$ cat src/rtl/alu32_issue_ctrl_if.sv
// rtl/alu32_issue_ctrl_if.sv - command, alu32 drive/sense and response signals of alu32_issue_ctrl
interface alu32_issue_ctrl_if;
  logic        cmd_valid;
  logic        cmd_ready;
  logic [2:0]  cmd_op;
  logic [31:0] cmd_a;
  logic [31:0] cmd_b;

  logic [31:0] alu_a;
  logic [31:0] alu_b;
  logic [2:0]  alu_op;
  logic [31:0] alu_out;
  logic        alu_cout;
  logic        alu_zout;
  logic        alu_ovf;

  logic        rsp_valid;
  logic        rsp_ready;
  logic [31:0] rsp_result;
  logic [2:0]  rsp_flags;

  modport slave (
    input  cmd_valid, cmd_op, cmd_a, cmd_b,
    input  alu_out, alu_cout, alu_zout, alu_ovf,
    input  rsp_ready,
    output cmd_ready, alu_a, alu_b, alu_op,
    output rsp_valid, rsp_result, rsp_flags
  );

  modport master (
    output cmd_valid, cmd_op, cmd_a, cmd_b,
    output alu_out, alu_cout, alu_zout, alu_ovf,
    output rsp_ready,
    input  cmd_ready, alu_a, alu_b, alu_op,
    input  rsp_valid, rsp_result, rsp_flags
  );
endinterface

$ cat src/rtl/alu32_issue_ctrl.sv
// rtl/alu32_issue_ctrl.sv - command FIFO plus settle/capture sequencer driving the alu32 ripple ALU
module alu32_issue_ctrl #(
  parameter int unsigned SETTLE_CYCLES = 4,
  parameter int unsigned FIFO_DEPTH    = 2
) (
  input  logic              clk,
  input  logic              reset_n,
  alu32_issue_ctrl_if.slave bus,
  output logic              busy
);
  localparam int unsigned ENTRY_W  = 3 + 32 + 32;
  localparam logic [3:0]  CNT_INIT = 4'(SETTLE_CYCLES - 1);

  typedef enum logic [1:0] {IDLE, SETTLE, CAPTURE, RESP} state_t;

  state_t               state_q, state_d;
  logic [3:0]           cnt_q, cnt_d;
  logic [1:0]           wr_ptr_q, wr_ptr_d;
  logic [1:0]           rd_ptr_q, rd_ptr_d;
  logic [ENTRY_W-1:0]   mem_q [FIFO_DEPTH];
  logic [ENTRY_W-1:0]   mem_d [FIFO_DEPTH];
  logic [31:0]          alu_a_q, alu_a_d;
  logic [31:0]          alu_b_q, alu_b_d;
  logic [2:0]           alu_op_q, alu_op_d;
  logic                 rsp_valid_q, rsp_valid_d;
  logic [31:0]          rsp_result_q, rsp_result_d;
  logic [2:0]           rsp_flags_q, rsp_flags_d;

  logic                 full, empty, push, pop;
  logic [ENTRY_W-1:0]   head;

  // Pointers are {wrap, index}: same index with different wrap means every slot is occupied.
  assign full  = (wr_ptr_q[0] == rd_ptr_q[0]) && (wr_ptr_q[1] != rd_ptr_q[1]);
  assign empty = (wr_ptr_q == rd_ptr_q);
  assign push  = bus.cmd_valid && !full;
  assign head  = mem_q[rd_ptr_q[0]];

  always_comb begin
    state_d      = state_q;
    cnt_d        = cnt_q;
    wr_ptr_d     = wr_ptr_q;
    rd_ptr_d     = rd_ptr_q;
    mem_d        = mem_q;
    alu_a_d      = alu_a_q;
    alu_b_d      = alu_b_q;
    alu_op_d     = alu_op_q;
    rsp_valid_d  = rsp_valid_q;
    rsp_result_d = rsp_result_q;
    rsp_flags_d  = rsp_flags_q;
    pop          = 1'b0;

    if (push) begin
      mem_d[wr_ptr_q[0]] = {bus.cmd_op, bus.cmd_a, bus.cmd_b};
      wr_ptr_d           = wr_ptr_q + 2'd1;
    end

    case (state_q)
      IDLE: begin
        if (!empty) begin
          pop     = 1'b1;
          state_d = SETTLE;
        end
      end
      SETTLE: begin
        if (cnt_q == 4'd0) state_d = CAPTURE;
        else               cnt_d   = cnt_q - 4'd1;
      end
      CAPTURE: begin
        rsp_result_d = bus.alu_out;
        rsp_flags_d  = {bus.alu_ovf, bus.alu_cout, bus.alu_zout};
        rsp_valid_d  = 1'b1;
        state_d      = RESP;
      end
      RESP: begin
        if (bus.rsp_ready) begin
          rsp_valid_d = 1'b0;
          // Chain straight into the next command so streaming has no IDLE bubble.
          if (!empty) begin
            pop     = 1'b1;
            state_d = SETTLE;
          end else begin
            state_d = IDLE;
          end
        end
      end
      default: state_d = IDLE;
    endcase

    if (pop) begin
      {alu_op_d, alu_a_d, alu_b_d} = head;
      cnt_d                        = CNT_INIT;
      rd_ptr_d                     = rd_ptr_q + 2'd1;
    end
  end

  always_ff @(posedge clk or negedge reset_n) begin
    if (!reset_n) begin
      state_q      <= IDLE;
      cnt_q        <= '0;
      wr_ptr_q     <= '0;
      rd_ptr_q     <= '0;
      mem_q        <= '{default: '0};
      alu_a_q      <= '0;
      alu_b_q      <= '0;
      alu_op_q     <= '0;
      rsp_valid_q  <= 1'b0;
      rsp_result_q <= '0;
      rsp_flags_q  <= '0;
    end else begin
      state_q      <= state_d;
      cnt_q        <= cnt_d;
      wr_ptr_q     <= wr_ptr_d;
      rd_ptr_q     <= rd_ptr_d;
      mem_q        <= mem_d;
      alu_a_q      <= alu_a_d;
      alu_b_q      <= alu_b_d;
      alu_op_q     <= alu_op_d;
      rsp_valid_q  <= rsp_valid_d;
      rsp_result_q <= rsp_result_d;
      rsp_flags_q  <= rsp_flags_d;
    end
  end

  assign bus.cmd_ready  = !full;
  assign bus.alu_a      = alu_a_q;
  assign bus.alu_b      = alu_b_q;
  assign bus.alu_op     = alu_op_q;
  assign bus.rsp_valid  = rsp_valid_q;
  assign bus.rsp_result = rsp_result_q;
  assign bus.rsp_flags  = rsp_flags_q;
  assign busy           = (state_q != IDLE) || !empty;
endmodule
$ cat src/flat_wrapper.sv
// flat-port wrapper written by rule: the top's interface ports become plain ports
module alu32_issue_ctrl_flat 
#(
  parameter int unsigned SETTLE_CYCLES = 4,
  parameter int unsigned FIFO_DEPTH    = 2
)
  (clk, reset_n, busy, bus_cmd_valid, bus_cmd_op, bus_cmd_a, bus_cmd_b, bus_alu_out, bus_alu_cout, bus_alu_zout, bus_alu_ovf, bus_rsp_ready, bus_cmd_ready, bus_alu_a, bus_alu_b, bus_alu_op, bus_rsp_valid, bus_rsp_result, bus_rsp_flags);
  alu32_issue_ctrl_if bus_i ();
  input  logic clk;
  input  logic reset_n;
  output logic busy;
  input wire logic [$bits(bus_i.cmd_valid)-1:0] bus_cmd_valid;
  input wire logic [$bits(bus_i.cmd_op)-1:0] bus_cmd_op;
  input wire logic [$bits(bus_i.cmd_a)-1:0] bus_cmd_a;
  input wire logic [$bits(bus_i.cmd_b)-1:0] bus_cmd_b;
  input wire logic [$bits(bus_i.alu_out)-1:0] bus_alu_out;
  input wire logic [$bits(bus_i.alu_cout)-1:0] bus_alu_cout;
  input wire logic [$bits(bus_i.alu_zout)-1:0] bus_alu_zout;
  input wire logic [$bits(bus_i.alu_ovf)-1:0] bus_alu_ovf;
  input wire logic [$bits(bus_i.rsp_ready)-1:0] bus_rsp_ready;
  output wire logic [$bits(bus_i.cmd_ready)-1:0] bus_cmd_ready;
  output wire logic [$bits(bus_i.alu_a)-1:0] bus_alu_a;
  output wire logic [$bits(bus_i.alu_b)-1:0] bus_alu_b;
  output wire logic [$bits(bus_i.alu_op)-1:0] bus_alu_op;
  output wire logic [$bits(bus_i.rsp_valid)-1:0] bus_rsp_valid;
  output wire logic [$bits(bus_i.rsp_result)-1:0] bus_rsp_result;
  output wire logic [$bits(bus_i.rsp_flags)-1:0] bus_rsp_flags;
  assign bus_i.cmd_valid = bus_cmd_valid;
  assign bus_i.cmd_op = bus_cmd_op;
  assign bus_i.cmd_a = bus_cmd_a;
  assign bus_i.cmd_b = bus_cmd_b;
  assign bus_i.alu_out = bus_alu_out;
  assign bus_i.alu_cout = bus_alu_cout;
  assign bus_i.alu_zout = bus_alu_zout;
  assign bus_i.alu_ovf = bus_alu_ovf;
  assign bus_i.rsp_ready = bus_rsp_ready;
  assign bus_cmd_ready = bus_i.cmd_ready;
  assign bus_alu_a = bus_i.alu_a;
  assign bus_alu_b = bus_i.alu_b;
  assign bus_alu_op = bus_i.alu_op;
  assign bus_rsp_valid = bus_i.rsp_valid;
  assign bus_rsp_result = bus_i.rsp_result;
  assign bus_rsp_flags = bus_i.rsp_flags;
  alu32_issue_ctrl #(.SETTLE_CYCLES(SETTLE_CYCLES), .FIFO_DEPTH(FIFO_DEPTH)) u_core (.clk(clk), .reset_n(reset_n), .bus(bus_i), .busy(busy));
endmodule
$ cat config.mk
export PLATFORM = sky130hd
export DESIGN_NAME = alu32_issue_ctrl_flat
export DESIGN_NICKNAME = d
export VERILOG_FILES = /design/src/rtl/alu32_issue_ctrl_if.sv /design/src/rtl/alu32_issue_ctrl.sv /design/src/flat_wrapper.sv
export SDC_FILE = /design/constraint.sdc
export NUM_CORES = 1
export LEC_CHECK = 0
export ABC_AREA = 1
export CAP_MARGIN = 15
export CORE_AREA = 8 8 195 197
export DETAILED_ROUTE_END_ITERATION = 7
export DIE_AREA = 0 0 203 205
export PLACE_DENSITY = 0.6
export SLEW_MARGIN = 10
export SYNTH_ARGS = -nofsm -noshare
export SYNTH_HDL_FRONTEND = slang
export SYNTH_SLANG_ARGS = --single-unit
$ cat constraint.sdc
create_clock -name clk -period 1.84 [get_ports clk]
set_clock_uncertainty 0.15 [all_clocks]
set_input_delay 0.368 -clock clk [delete_from_list [all_inputs] [get_ports clk]]
set_output_delay 0.368 -clock clk [all_outputs]
set_load 0.01 [all_outputs]
==> metrics.txt <==
status=finished, violations left; failing checks=negative setup slack; Final setup violation count=2; I/O Pins=211; Worst setup startpoint=u_core.wr_ptr_q[0]; CTS Root Cell=clkbuf_16; total number of vias=8,076; initial antenna violation count=0; count of cell types in the netlist=22; mux contribution to synthesized area=3.83%; Die ar.=41,600 um2; Max IR drop VDD=789 uV; post-synthesis average cell area=8.89 um2; Worst-path clk slew=60 ps; Max Fclk=510 MHz; synthesized net count=1,271; first-pass GRT wire length=43,900 um; Final Non-Filler Cells=1,870; Slew Limit Fails=0; Worst setup EP type=output port; Crit path arrival time=1440 ps; number of max-cap violations=0; largest net degree at the start of global routing=70; Seq cells post-synth=247; RSZ-0062 raised after global routing=yes; dpl ws=-121 ps; final core occ=40.8%; LEAKAGE=0.00737 uW; worst skew pair latency=550 ps; FP Rows=69; H-tree Lvls=1; Mapped Area=10,300 um2; Port-buffer cells=210; Final WS setup=-120 ps; post-synthesis simple-gate area fraction=21.9%; Initial Util=29.4%; TNS Setup=-223 ps; Core Footprint=35,000 um2; number of enable flip-flop cells after synthesis=0; TritonCTS Buffers=27; largest family of logic cells by synthesized area=simple AND/OR/NAND/NOR gates; clock buffer depth=3; Design Area, Final=14,300 um2; routed len/inst=14.6 um; Hold Path Class=in2async; WS Path Type=reg2out; routability cong.=0.719; asr flop ratio synth=100%; Mapped Cells=1,158; launch point of the worst reg-to-reg path=u_core.rd_ptr_q[0]; share of the synthesized area in the top cell type=60.0%; Iter 0 DRT Violations=357; CP max FO=3; diode count=0; area leader, netlist=dfrtp_1; CTS tree=built; register area share after synthesis=60.0%; Pwr per Cell Area=1830 nW/um2; Worst-Margin Slew=915 ps; Synth Area in Adders=0.851%; share of post-route cells with drive strength above 1=11.9%; area fraction in compound gates after synthesis=6.95%; Min Clock Period, post-route=1960 ps; vias in the first global route=8,251; DRT Pass-1 Iters=5; YS warnings=0; most frequent cell after synthesis=nand2_1; chip width=203 um; relative slew slack=39.0%; DRC=0; Final #Nets=1,501; ys flop type=dfrtp_1; top cells by count, synth=nand2_1, dfrtp_1, o21ai_1; detailed placement HPWL=17,900 um; Layout area overhead=38.4%; period utilization=107%; final antenna-violating net count=0; CP Data Required Time=1320 ps; Hold Vio Cnt, Final=0; WL final=27,300 um; area post-placement=13,100 um2; die height=205 um; Sinks on Clock Net=247; Worst Setup Start Kind=flip-flop; Vias/cell=4.32; DP Cell Count=1,802; top post-synthesis cells by area=dfrtp_1, nand2_1, o21ai_1; GRT Overall Usage=12.7%; XOR/XNOR Fraction of Synth Area=0%; Congestion Overflow GR=0
final cells by class:
type                       count  area (um2)
clock buffer                  39         791
clock inverter                11         173
fill                        3481       20700
inverter                      80         313
multi-input combinational    769        3580
sequential                   247        6180
tap                          461         577
timing repair buffer         263        2640
metrics by stage:
stage / hold WS, ps / total power (uW)
finish: 181 / 26100
global route: 192 / 28200
CTS: 164 / 26100
detailed placement: 156 / 20200
global placement: 154 / 19900
floorplan: -77.6 / 15600
layout by cell type (no fill, tap or decap), types with 2 or more instances in the layout:
cell type / netlist / final
o21ai_0: 36 / 31
nor2_4: 0 / 2
clkbuf_8: 0 / 7
buf_16: 0 / 2
dlygate4sd2_1: 0 / 103
o21ai_2: 0 / 2
nand2_2: 1 / 7
clkdlybuf4s50_1: 0 / 104
nand2_4: 0 / 4
buf_12: 0 / 14
a21oi_1: 4 / 3
bufinv_16: 0 / 4
ha_1: 7 / 4
nand3_4: 3 / 4
clkbuf_16: 0 / 29
buf_6: 12 / 4
ha_2: 0 / 2
mux2_2: 35 / 35
inv_2: 3 / 6
clkinv_2: 0 / 5
o21ai_1: 100 / 103
nand2_1: 562 / 551
dfrtp_1: 247 / 246
nand3_1: 6 / 5
nand4_1: 2 / 2
buf_4: 4 / 32
o211ai_1: 2 / 2
nor2_1: 10 / 7
inv_1: 77 / 73
clkbuf_1: 19 / 5
kinds of logic (layout without fill, tap and decap cells):
| group | count (synthesis) | count (layout) |
|---|---|---|
| buffers and inverters | 142 | 393 |
| AO/OA/AOI/OAI | 142 | 142 |
| AND/OR/NAND/NOR | 585 | 585 |
| adder cells (fa/ha/maj) | 7 | 7 |
| flip-flops | 247 | 247 |
| multiplexers | 35 | 35 |
state kept, by name, summed over array words and instances (netlist names):
name,count
u_core.bus.rsp_flags,3
u_core.rd_ptr_q,2
u_core.bus.alu_b,32
u_core.wr_ptr_q,2
u_core.cnt_q,4
u_core.bus.rsp_valid,1
u_core.bus.alu_a,32
u_core.state_q,2
u_core.mem_q,134
u_core.bus.alu_op,3
u_core.bus.rsp_result,32
metal layers:
layer	vias up	global-route usage (%)	routed length [um]
li1	4070	-	-
met1	3770	16.7	12700
met2	202	21.4	12800
met3	34	2.12	1240
met4	0	3.26	590
met5	-	0	0
power by group:
group	internal, uW	leakage [uW]	switching (uW)
Combinational	4840	0.00382	6210
Clock	3550	0.000475	2220
Sequential	7990	0.00307	1310
path summary, 6_finish.rpt:
kind / cells after the start / slack [ps] / end
min in group clk: 3 / 240 / u_core.mem_q[105]
hold reg to reg: 2 / 320 / u_core.bus.alu_b[9]
setup reg to reg: 6 / 30 / u_core.bus.alu_b[16]
max in group asynchronous: 3 / 770 / u_core.bus.alu_b[21]
hold / removal: 2 / 180 / u_core.mem_q[53]
setup / recovery: 5 / -120 / bus_cmd_ready
repair_timing:
item | 4_1_cts | 5_1_grt
endpoints found under the hold margin | 247 | 0
setup endpoints to repair | 165 | 74
gates cloned | 1 | 2
hold buffers | 1 | 0
setup buffers | 11 | 5
pin swaps | 6 | 14
gates resized for setup | 141 | 25
worst max-delay path, stage by stage, from the launching register on:
cell and delay (ps):
dfrtp_1 420, inv_2 80, nand2_2 60, nand2_4 90, nand3_4 90, buf_6 140
No activity file was read; power rests on OpenSTA's default activity.
